--- src/rtl/osc_freq_meter.sv ---
// Gated-oscillator frequency meter: enables the oscillator, lets it settle,
// then counts synchronized rising edges of osc_in over a fixed clk window.
module osc_freq_meter #(
    parameter int unsigned SETTLE_CYCLES = 16,
    parameter int unsigned GATE_CYCLES   = 1000,
    parameter int unsigned CNT_W         = 16,
    parameter int unsigned SYNC_STAGES   = 2
) (
    input  logic             clk,
    input  logic             reset,
    input  logic             start,
    input  logic             osc_in,
    output logic             osc_enable,
    output logic             busy,
    output logic             done,
    output logic [CNT_W-1:0] edge_count,
    output logic             overflow,
    output logic             stuck
);

    localparam int unsigned MAX_CYC = (SETTLE_CYCLES > GATE_CYCLES) ? SETTLE_CYCLES : GATE_CYCLES;
    localparam int unsigned TMR_W   = (MAX_CYC > 1) ? $clog2(MAX_CYC) : 1;

    localparam logic [1:0] S_IDLE = 2'd0;
    localparam logic [1:0] S_ARM  = 2'd1;
    localparam logic [1:0] S_MEAS = 2'd2;
    localparam logic [1:0] S_DONE = 2'd3;

    logic [1:0]             state, state_nxt;
    logic [TMR_W-1:0]       timer, timer_nxt;
    logic [SYNC_STAGES-1:0] sync_q;
    logic                   prev_q;
    logic                   rise;
    logic [CNT_W-1:0]       count_nxt;
    logic                   ov_nxt, stuck_nxt, done_nxt, run_nxt;

    // Only the oscillator output is asynchronous; everything downstream sees sync_q
    assign rise = sync_q[SYNC_STAGES-1] & ~prev_q;

    // State and registered outputs
    always_ff @(posedge clk) begin
        if (reset) begin
            state      <= S_IDLE;
            timer      <= '0;
            sync_q     <= '0;
            prev_q     <= 1'b0;
            osc_enable <= 1'b0;
            busy       <= 1'b0;
            done       <= 1'b0;
            edge_count <= '0;
            overflow   <= 1'b0;
            stuck      <= 1'b0;
        end else begin
            state      <= state_nxt;
            timer      <= timer_nxt;
            sync_q     <= {sync_q[SYNC_STAGES-2:0], osc_in};
            prev_q     <= sync_q[SYNC_STAGES-1];
            osc_enable <= run_nxt;
            busy       <= run_nxt;
            done       <= done_nxt;
            edge_count <= count_nxt;
            overflow   <= ov_nxt;
            stuck      <= stuck_nxt;
        end
    end

    // Next-state and next-output logic
    always_comb begin
        state_nxt = state;
        timer_nxt = timer;
        count_nxt = edge_count;
        ov_nxt    = overflow;
        stuck_nxt = stuck;
        done_nxt  = 1'b0;
        case (state)
            S_IDLE: begin
                if (start) begin
                    state_nxt = S_ARM;
                    timer_nxt = TMR_W'(SETTLE_CYCLES - 1);
                    count_nxt = '0;
                    ov_nxt    = 1'b0;
                    stuck_nxt = 1'b0;
                end
            end
            S_ARM: begin
                if (timer == '0) begin
                    state_nxt = S_MEAS;
                    timer_nxt = TMR_W'(GATE_CYCLES - 1);
                end else begin
                    timer_nxt = timer - TMR_W'(1);
                end
            end
            S_MEAS: begin
                // Saturate rather than wrap so a too-fast oscillator reads as full scale
                if (rise) begin
                    if (edge_count == {CNT_W{1'b1}}) begin
                        ov_nxt = 1'b1;
                    end else begin
                        count_nxt = edge_count + CNT_W'(1);
                    end
                end
                if (timer == '0) begin
                    state_nxt = S_DONE;
                end else begin
                    timer_nxt = timer - TMR_W'(1);
                end
            end
            S_DONE: begin
                done_nxt  = 1'b1;
                stuck_nxt = (edge_count == '0);
                state_nxt = S_IDLE;
            end
            default: state_nxt = S_IDLE;
        endcase
        run_nxt = (state_nxt == S_ARM) || (state_nxt == S_MEAS);
    end

endmodule
--- config.mk ---
export PLATFORM = sky130hd
export DESIGN_NAME = osc_freq_meter
export DESIGN_NICKNAME = d
export VERILOG_FILES = /design/src/rtl/osc_freq_meter.sv
export SDC_FILE = /design/constraint.sdc
export NUM_CORES = 1
export LEC_CHECK = 0
export BUFFER_PORTS_ARGS = -buffer_cell sky130_fd_sc_hd__buf_2
export CAP_MARGIN = 25
export CORE_MARGIN = 1.5
export CORE_UTILIZATION = 54
export CTS_CLUSTER_DIAMETER = 200
export DETAILED_ROUTE_END_ITERATION = 10
export GPL_TIMING_DRIVEN = 1
export PLACE_DENSITY = 0.75
export SLEW_MARGIN = 30
export SYNTH_ARGS = -nofsm -noshare
export SYNTH_HDL_FRONTEND = slang
export SYNTH_SLANG_ARGS = --single-unit
--- constraint.sdc ---
create_clock -name clk -period 2.2 [get_ports clk]
set_input_delay 0.22 -clock clk [delete_from_list [all_inputs] [get_ports clk]]
set_output_delay 0.22 -clock clk [all_outputs]
set_load 0.01 [all_outputs]
; ---- Word-level counts from Yosys, hierarchy flattened
; Index checks and enable logic that the tools add are counted.
; Widths: inputs -> output; s select.
[totals]
word_cells = 53
in_bits = 4
out_inout_bits = 21
register_bits = 35
[op_classes]
muxes = 18
n_eq_ne = 11
n_addsub = 2
n_bitwise = 2
reduce_logical = 11
[op_table]
columns = cell, count
row1 = $mux 16, 3
row2 = $pmux 16 s2, 1
row3 = $mux 10, 3
row4 = $pmux 10 s3, 1
row5 = $add 16x1->16 const B, 1
row6 = $eq 16x16->1 const B, 1
row7 = $logic_not 16->1, 1
row8 = $logic_not 10->1, 1
row9 = $ne 2x2->1 const B, 5
row10 = $sub 10x1->10 const B, 1
row11 = $pmux 2 s4, 1
row12 = $reduce_and 4->1, 2
row13 = $eq 2x2->1 const B, 3
row14 = $mux 2, 3
row15 = $eq 2x1->1 const B, 2
row16 = $mux 1, 4
row17 = $pmux 1 s2, 2
row18 = $reduce_bool 2->1, 2
row19 = $reduce_and 3->1, 1
row20 = $reduce_bool 3->1, 1
row21 = $logic_not 2->1, 1
row22 = $reduce_and 2->1, 1
row23 = $and 1x1->1, 1
row24 = $logic_or 1x1->1, 1
row25 = $not 1->1, 1

; ---- Depth between registers and ports, before layout
; Gate-level depths: netlist of run 1.
[depth]
word_depth = 5
depth_mapped = 8
ltp_nobuf = 7

; ---- Worst setup path before layout of run 1
; No wires, ideal clock.
[synth_timing]
path_type = register to register
start = register state[0]
end = register edge_count[15]
t_required_ns = 2.129
slack_ns = 0.287
n_path_buf = 0
synth_period_minus_slack_ns = 1.913
path_stages_with_launch = 8
setup_time_ns = 0.071
arrival_ns = 1.841
cell_sequence = dfxtp_1 > inv_1 > ha_1 > nor2b_1 > a2111oi_4 > o21ai_2 > or4_1 > a21oi_1
[synth_between]
elab_chain_cells = 3
elab_cells_between_ends = 8
cone_classes = eq/ne (4) / mux (1) / reduce/logical (3)
[synth_rtl]
columns = item, line
row1 = start: declaration, 29  ; logic [1:0] state, state_nxt;
row2 = start signal: assignment, 54  ; state <= state_nxt;
row3 = $eq 2x2->1 or $logic_not 2->1 (tied branches), 75  ; case (state)
row4 = $ne 2x2->1 (no line) or $reduce_bool 2->1 (tied branches), n/a
row5 = $reduce_and 4->1 (no line), n/a
row6 = end signal: assignment, 61  ; edge_count <= count_nxt;
row7 = end: declaration, 16  ; output logic [CNT_W-1:0] edge_count,
; Several ways; a longest one is shown, not always the timed one.
; A chain may end at the register's enable or synchronous reset.

; ---- Final worst setup path of run 1
; Ends and elaborated chain as after synthesis.

==> reports/summary.md, run 1 <==
- YS warnings: 0
- wire length of the first global-routing pass: 6960 um
- launch instance of the worst register-to-register path: state[0]
- transition time at the pin with the least slew margin: 497 ps
- netlist area before placement: 0.00191 sq mm
- buffers and inverters on the worst path: 1
- worst reg2reg path endpoint: edge_count[15]
- status: finished clean
- min-delay worst type: input port to register
- number of sinks driven by the clock tree: 35
- final slew viol count: 0
- placed wire-length estimate: 3030 um
- count of distinct cell types in the synthesized netlist: 52
- pin count of the biggest net entering global routing: 20
- Hold Vio Cnt, Final: 0
- overall routing resource usage: 22.1%
- Routed WL: 4130 um
- register area: 701 sq um
- Crit path required time: 2480 ps
- DIE WIDTH: 62.4 um
- diodes inserted: 0
- Slew HR: 66.8%
- largest family of logic cells by synthesized area: simple AND/OR/NAND/NOR gates
- final clock skew: 10.4 ps
- master of the slowest instance on the critical path: sky130_fd_sc_hd__or4_1
- power per cell area: 648 mW/mm^2
- fill cell count: 315
- sort of element at the start of the critical path: register
- xor/xnor share of the synthesized area: 4.13%
- basic-gate share of the synthesized area counting and, or, nand and nor cells: 30.1%
- antenna viol nets, final: 0
- time the worst path needs with I/O delays and setup: 2060 ps
- vias in the first global route: 1560
- worst hold path endpoint: sync_q[0]
- fraction of synthesized area in multiplexers: 0.591%
- dominant delay contributor by cell family on the critical path: compound AO/OA/AOI/OAI gates
- clock slew at reported path FFs: 100 ps
- period utilization: 93.7%
- total of max-cap violations: 0
- maximum ir drop on the vdd rail: 0.430 mV
- Max Clock Freq: 485 MHz
- ordered list of cells on the worst path: inv_1 -> ha_1 -> nor2b_1 -> a2111oi_4 -> o21ai_2 -> or4_1 -> a21oi_1
- vias per cell: 5.87
- largest incremental delay on the critical path: 420 ps
- initial standard-cell utilization of the core: 56.7%
- cell at the root of the clock tree: sky130_fd_sc_hd__clkbuf_4
- Routed wire per std cell: 13.5 um
- Hold Path Stages: 2
- Worst R2R Setup Slack: 140 ps
- final count of negative-setup-slack endpoints: 0
- CTS tree: done
- Total Power: 1.41 mW
- adder-cell area share of the yosys netlist: 4.59%
- number of violations reported at the end of detailed-routing iteration 0: 156
- number of buffers created by CTS: 5
- Area growth syn-to-layout: 13.9%
- number of remaining DRC errors: 0
- #FFs+latches synth: 35
- die boundary height: 62.4 um
- synthesized net count: 239
- routability congestion estimate: 0.816
- Hold-fix buffers, CTS: 0
- area of placed instances: 0.00210 sq mm
- quantity of I/O buffers inserted on ports: 24
- type of destination of the critical path: register
- Mean Syn Cell Area: 8.36 sq um
- compound-gate portion of the synthesized area: 20.5%
- H-tree depth reported by CTS: 2
- final instance count without filler cells: 306
- CTS Buffer Depth: 2
- area of the multi-input gates: 0.00115 sq mm
- data arrival at the endpoint of the critical path: 2340 ps
- clock network latency to the later pin of the worst-skew pair: 340 ps
- share of cells above drive strength 1: 20.0%
- Post-Syn Instances: 228
- setup repair after global routing missed its margin: yes
- sequential-to-total area share from yosys stat: 36.7%
- worst reg2reg path depth: 7
- beginning of the worst hold path: osc_in
- initial antenna violation count: 0
- maximum fanout along the worst path: 7
- net count of the finished layout: 271
- Floorplan Core Area: 0.00336 sq mm
- num ports: 25
- final std cell area, no fill: 0.00217 sq mm
- detailed-route via count: 1795
- # placed instances: 298
- area of the die: 0.00390 sq mm
- start-to-end type of the worst setup path: register to register
- Static Leakage: 0.882 nW
- worst setup path start: state[0]
- Pre-Repair DR Iteration Count: 4
- global-route congestion overflow total: 0
- site row count: 21
[report_power, final]
group	internal (mW)	switching, mW	total [mW]
sequential	0.662	0.0314	0.693
clock	0.148	0.205	0.353
combinational	0.147	0.214	0.361
total	0.957	0.451	1.41
[worst reg2reg max path: cells and delay by family (launching register included)]
kind,cells,cell delay (ps)
fa+ha+maj,1,210
compound gates,3,690
flops,1,390
simple gates,2,630
buf+inv,1,80
[placed cells by master (no fill, tap or decap), types with 3 or more instances in the layout]
| master | instances |
|---|---|
| sky130_fd_sc_hd__and3_1 | 4 |
| sky130_fd_sc_hd__nand4_1 | 8 |
| sky130_fd_sc_hd__buf_2 | 24 |
| sky130_fd_sc_hd__and4_1 | 3 |
| sky130_fd_sc_hd__ha_1 | 7 |
| sky130_fd_sc_hd__nor2_1 | 33 |
| sky130_fd_sc_hd__o21ai_0 | 14 |
| sky130_fd_sc_hd__nor3_1 | 6 |
| sky130_fd_sc_hd__or3_1 | 6 |
| sky130_fd_sc_hd__clkbuf_4 | 5 |
| sky130_fd_sc_hd__nand2_1 | 7 |
| sky130_fd_sc_hd__a21oi_1 | 23 |
| sky130_fd_sc_hd__nand3_1 | 6 |
| sky130_fd_sc_hd__xor2_1 | 9 |
| sky130_fd_sc_hd__inv_1 | 8 |
| sky130_fd_sc_hd__nor2b_1 | 7 |
| sky130_fd_sc_hd__dfxtp_1 | 35 |
| sky130_fd_sc_hd__buf_4 | 8 |
[timing repair]
item,CTS,global route
setup endpoints to repair,0,5
gates resized for setup,0,2
buffers inserted,0,1
[synth_stat cells, drive strengths merged]
library cell	number	area share (%)
nand3	6	1.6
o2bb2ai	1	0.46
o21bai	1	0.39
nand3b	1	0.39
nor3	6	1.6
and3	6	2.1
buf	3	1.0
o22ai	2	0.66
a311oi	1	0.46
or3	6	2.0
nand4	9	3.3
o21a	2	0.79
and4	3	1.4
a221o	1	0.52
a22o	1	0.46
a211oi	3	1.2
nand2b	2	0.79
nor4b	2	0.92
a21o	2	0.79
xor2	9	4.1
nand4b	1	0.46
or2	2	0.66
o21ai	16	4.4
or4	2	0.79
a2111oi	1	1.4
and2	1	0.33
o2111ai	2	0.92
a21boi	1	0.39
inv	8	1.6
a211o	1	0.46
o31ai	1	0.39
nand2	7	1.4
nor3b	2	1.4
a31oi	1	0.33
nor4	3	1.8
nor2	33	6.5
nor2b	7	2.3
o211ai	1	0.39
a21oi	23	6.0
clkbuf	4	0.79
ha	7	4.6
or4b	1	0.52
mux2	1	0.59
dfxtp	35	37
[stage by stage]
step	worst slack (ps)	util, %	setup TNS [ps]	hold slack (ps)
after floorplan	287	-	0	348
after detailed placement	127	62.5	0	443
final	139	64.6	0	90.3
after global placement	209	62.5	0	435
after CTS	113	64.2	0	94.5
after global routing	-4.15	64.6	-4.15	78.4
[cell type report]
type | instances | share of cell area (%)
multi-input cells | 178 | 52.8
flip-flops and latches | 35 | 32.3
repair buffers | 32 | 8.29
well taps | 46 | 2.65
clock buffers | 6 | 2.36
inverters | 8 | 1.38
clock inverters | 1 | 0.230
[routing by layer]
metal  wire length, um  share of wire, %  track usage, %  vias to the layer above
li1                  -                 -               -                      898
met1              2120                51            31.0                      819
met2              1720                42            31.9                       68
met3               225               5.4            6.85                       10
met4                62               1.5            8.61                        0
met5                 0                 0               0                        -
[worst max-delay path by stage]
stage                                end  slack [ps]  cells past startpoint
after floorplan           edge_count[15]         290                      7
after global placement          timer[9]         210                      7
after detailed placement   edge_count[0]         130                      8
after CTS                  edge_count[0]         110                      8
after global routing      edge_count[15]          -4                      7
final                     edge_count[15]         140                      7
[flip-flops by register name, indices dropped and copies added (netlist names)]
signal / flops
edge_count: 16
state: 2
overflow: 1
timer: 10
busy: 1
stuck: 1
prev_q: 1
done: 1
sync_q: 2
[cells by family (layout without fill, tap and decap cells)]
| kind of cell | after synthesis | in the layout |
|---|---|---|
| and+or+nand+nor | 100 | 100 |
| xor gates and xnor gates | 9 | 9 |
| AOI/OAI and AO/OA | 61 | 61 |
| DFF | 35 | 35 |
| buffers and inverters | 15 | 47 |
| adders and majority gates | 7 | 7 |
| muxes | 1 | 1 |
Power figures use the tool's default switching activity.
==> run 2, diff against run 1 <==
Settings changed: ABC_AREA set to 1.
==> reports/summary.md, run 2 <==
- status: finished clean
- Area growth syn-to-layout: 9.99%
- clock network latency to the later pin of the worst-skew pair: 290 ps
- Pre-Repair DR Iteration Count: 4
- type of destination of the critical path: register
- Post-Syn Instances: 327
- largest incremental delay on the critical path: 370 ps
- cell at the root of the clock tree: sky130_fd_sc_hd__clkbuf_8
- share of total power in the clock network: 25.7%
- number of remaining DRC errors: 0
- worst setup slack after layout: 317 ps
- time the worst path needs with I/O delays and setup: 1880 ps
- Mean Syn Cell Area: 6.51 sq um
- setup repair after global routing missed its margin: no
- routability congestion estimate: 0.855
- overall routing resource usage: 24.3%
- Hold Vio Cnt, Final: 0
- Reg power frac: 40.1%
- ordered list of cells on the worst path: inv_1 -> ha_1 -> inv_6 -> nor2_1 -> nor2_4 -> nand2_2 -> nand2_4 -> nand2_1 -> nor2_1 -> nor2_1
- number of buffers created by CTS: 5
- # placed instances: 393
- vias per cell: 5.18
- DIE WIDTH: 65.8 um
- quantity of I/O buffers inserted on ports: 24
- total of max-cap violations: 0
- Hold-fix buffers, CTS: 0
- clock slew at reported path FFs: 70 ps
- num ports: 25
- transition time at the pin with the least slew margin: 401 ps
- Crit path required time: 2390 ps
- Routed wire per std cell: 11.8 um
- start-to-end type of the worst setup path: register to register
- initial antenna violation count: 0
- placed wire-length estimate: 3480 um
- maximum ir drop on the vdd rail: 0.397 mV
- Gate power share: 34.2%
- cell with the most instances after synthesis: sky130_fd_sc_hd__nand2_1
- Static Leakage: 1.05 nW
- die boundary height: 65.8 um
- count of distinct cell types in the synthesized netlist: 33
- most frequent cells in the layout: 88 x sky130_fd_sc_hd__nand2_1, 57 x sky130_fd_sc_hd__nor2_1, 38 x sky130_fd_sc_hd__inv_1, 35 x sky130_fd_sc_hd__dfxtp_1
- accumulated negative setup slack: 0 ps
- vias in the first global route: 1938
- most numerous cell on the critical path: sky130_fd_sc_hd__nor2_1
- area of the die: 0.00433 sq mm
- CTS Buffer Depth: 2
- Post-synth top flop: sky130_fd_sc_hd__dfxtp_1
- number of sinks driven by the clock tree: 35
- YS warnings: 0
- sequential-to-total area share from yosys stat: 32.9%
- share of flip-flops with an asynchronous set or reset after synthesis: 0%
- synthesized net count: 338
- site row count: 22
- largest reg by FF count: edge_count
- setup bufs post-CTS: 0
- period utilization: 85.6%
- final instance count without filler cells: 401
- wire length of the first global-routing pass: 8230 um
- net count of the finished layout: 363
- Slew HR: 73.3%
- Post-synth EDFFs: 0
- sw frac: 38.4%
- fill cell count: 364
- final slew viol count: 0
- largest registers: edge_count x16, timer x10
- sort of element at the start of the critical path: register
- #FFs+latches synth: 35
- global-route congestion overflow total: 0
- number of flip-flops under the largest register name: 16
- CTS tree: done
- pin count of the biggest net entering global routing: 22
- share of cells above drive strength 1: 14.4%
- Floorplan Core Area: 0.00372 sq mm
- Resized cells post-CTS: 0
- Switch Pwr: 681 uW
- diodes inserted: 0
- Worst R2R Setup Slack: 320 ps
- number of violations reported at the end of detailed-routing iteration 0: 174
- share of the core filled with cells in the final layout: 63.0%
- initial standard-cell utilization of the core: 57.3%
- H-tree depth reported by CTS: 2
- internal power: 1.09 mW
- worst setup timing slack at the placement stage: 326 ps
- detailed-route via count: 2077
- Routed WL: 4710 um
- data arrival at the endpoint of the critical path: 2070 ps
- power per cell area: 756 mW/mm^2
- cells taking the most area after synthesis: sky130_fd_sc_hd__dfxtp_1 33%, sky130_fd_sc_hd__nand2_1 16%, sky130_fd_sc_hd__nor2_1 10%
- final count of negative-setup-slack endpoints: 0
- maximum fanout along the worst path: 21
- Max Clock Freq: 531 MHz
- leading cell types by count after synthesis: 88 x sky130_fd_sc_hd__nand2_1, 57 x sky130_fd_sc_hd__nor2_1, 38 x sky130_fd_sc_hd__inv_1
- tightest hold margin: 131 ps
- master of the slowest instance on the critical path: sky130_fd_sc_hd__dfxtp_1
- most common cell after layout, fill and taps aside: sky130_fd_sc_hd__nand2_1
- final clock skew: 5.78 ps
- min-delay worst type: input port to register
- cell type with the largest total area after synthesis: sky130_fd_sc_hd__dfxtp_1
- top-area cell type share of the netlist area: 32.9%
- netlist area before placement: 0.00213 sq mm
- antenna viol nets, final: 0
==> run 2: cell types whose count changed after synthesis, sizes merged, moves of 5 or more <==
| cell | previous run | this run |
|---|---|---|
| or3 | 6 | 0 |
| o21ai | 16 | 8 |
| nand2 | 7 | 93 |
| nor2 | 33 | 63 |
| and3 | 6 | 1 |
| inv | 8 | 41 |
| nand3 | 6 | 25 |
| nor2b | 7 | 0 |
==> run 2: metrics by stage <==
stage	total power [mW]	instance area, sq um
finish	1.77	2340
global route	1.91	2340
CTS	1.78	2340
detailed placement	1.33	2260
global placement	1.32	2260
floorplan	1.24	2130
==> run 2: worst paths after layout <==
kind,end,cells past startpoint,startpoint
worst max register to register,edge_count[7],10,state[0]
worst min-delay path,sync_q[0],3,osc_in
worst min register to register,sync_q[1],2,sync_q[0]
worst max-delay path,edge_count[7],10,state[0]
==> run 2: final cells by class <==
class                           count  area [sq um]  area share (%)
Tap cell                           48          60.1            2.56
Inverter                           42           163            6.94
Sequential cell                    35           701            29.9
Multi-Input combinational cell    243          1210            51.7
Clock buffer                        7          76.3            3.26
Clock inverter                      1          5.00           0.214
Timing Repair Buffer               25           128            5.45
==> run 2: critical path: cells and delay by family (launching register included) <==
kind,cells,cell delay [ps]
adder cells (fa/ha/maj),1,330
buffers and inverters,2,240
flip-flops,1,370
AND/OR/NAND/NOR,7,830
==> run 2: per-layer routing <==
layer | routed length [um] | part of all wire (%) | global-route usage (%) | vias to the layer above
li1 | - | - | - | 1081
met1 | 2100 | 45 | 29.1 | 915
met2 | 2230 | 47 | 41.8 | 70
met3 | 277 | 5.9 | 5.96 | 11
met4 | 108 | 2.3 | 8.85 | 0
met5 | 0 | 0 | 0 | -
==> run 2: power by group through the flow <==
stage	registers, mW	logic, mW	clock network, mW
final	0.711	0.605	0.455
after global routing	0.719	0.690	0.496
after CTS	0.711	0.605	0.461
after detailed placement	0.724	0.603	0
after global placement	0.723	0.592	0
after floorplan	0.722	0.519	0
==> run 2: cell families after synthesis <==
kind of cell | after synthesis | synth area share (%)
buf+inv | 49 | 10.3
xor+xnor | 6 | 2.47
fa+ha+maj | 7 | 4.11
flops | 35 | 32.9
compound gates | 33 | 9.17
simple gates | 197 | 41.1
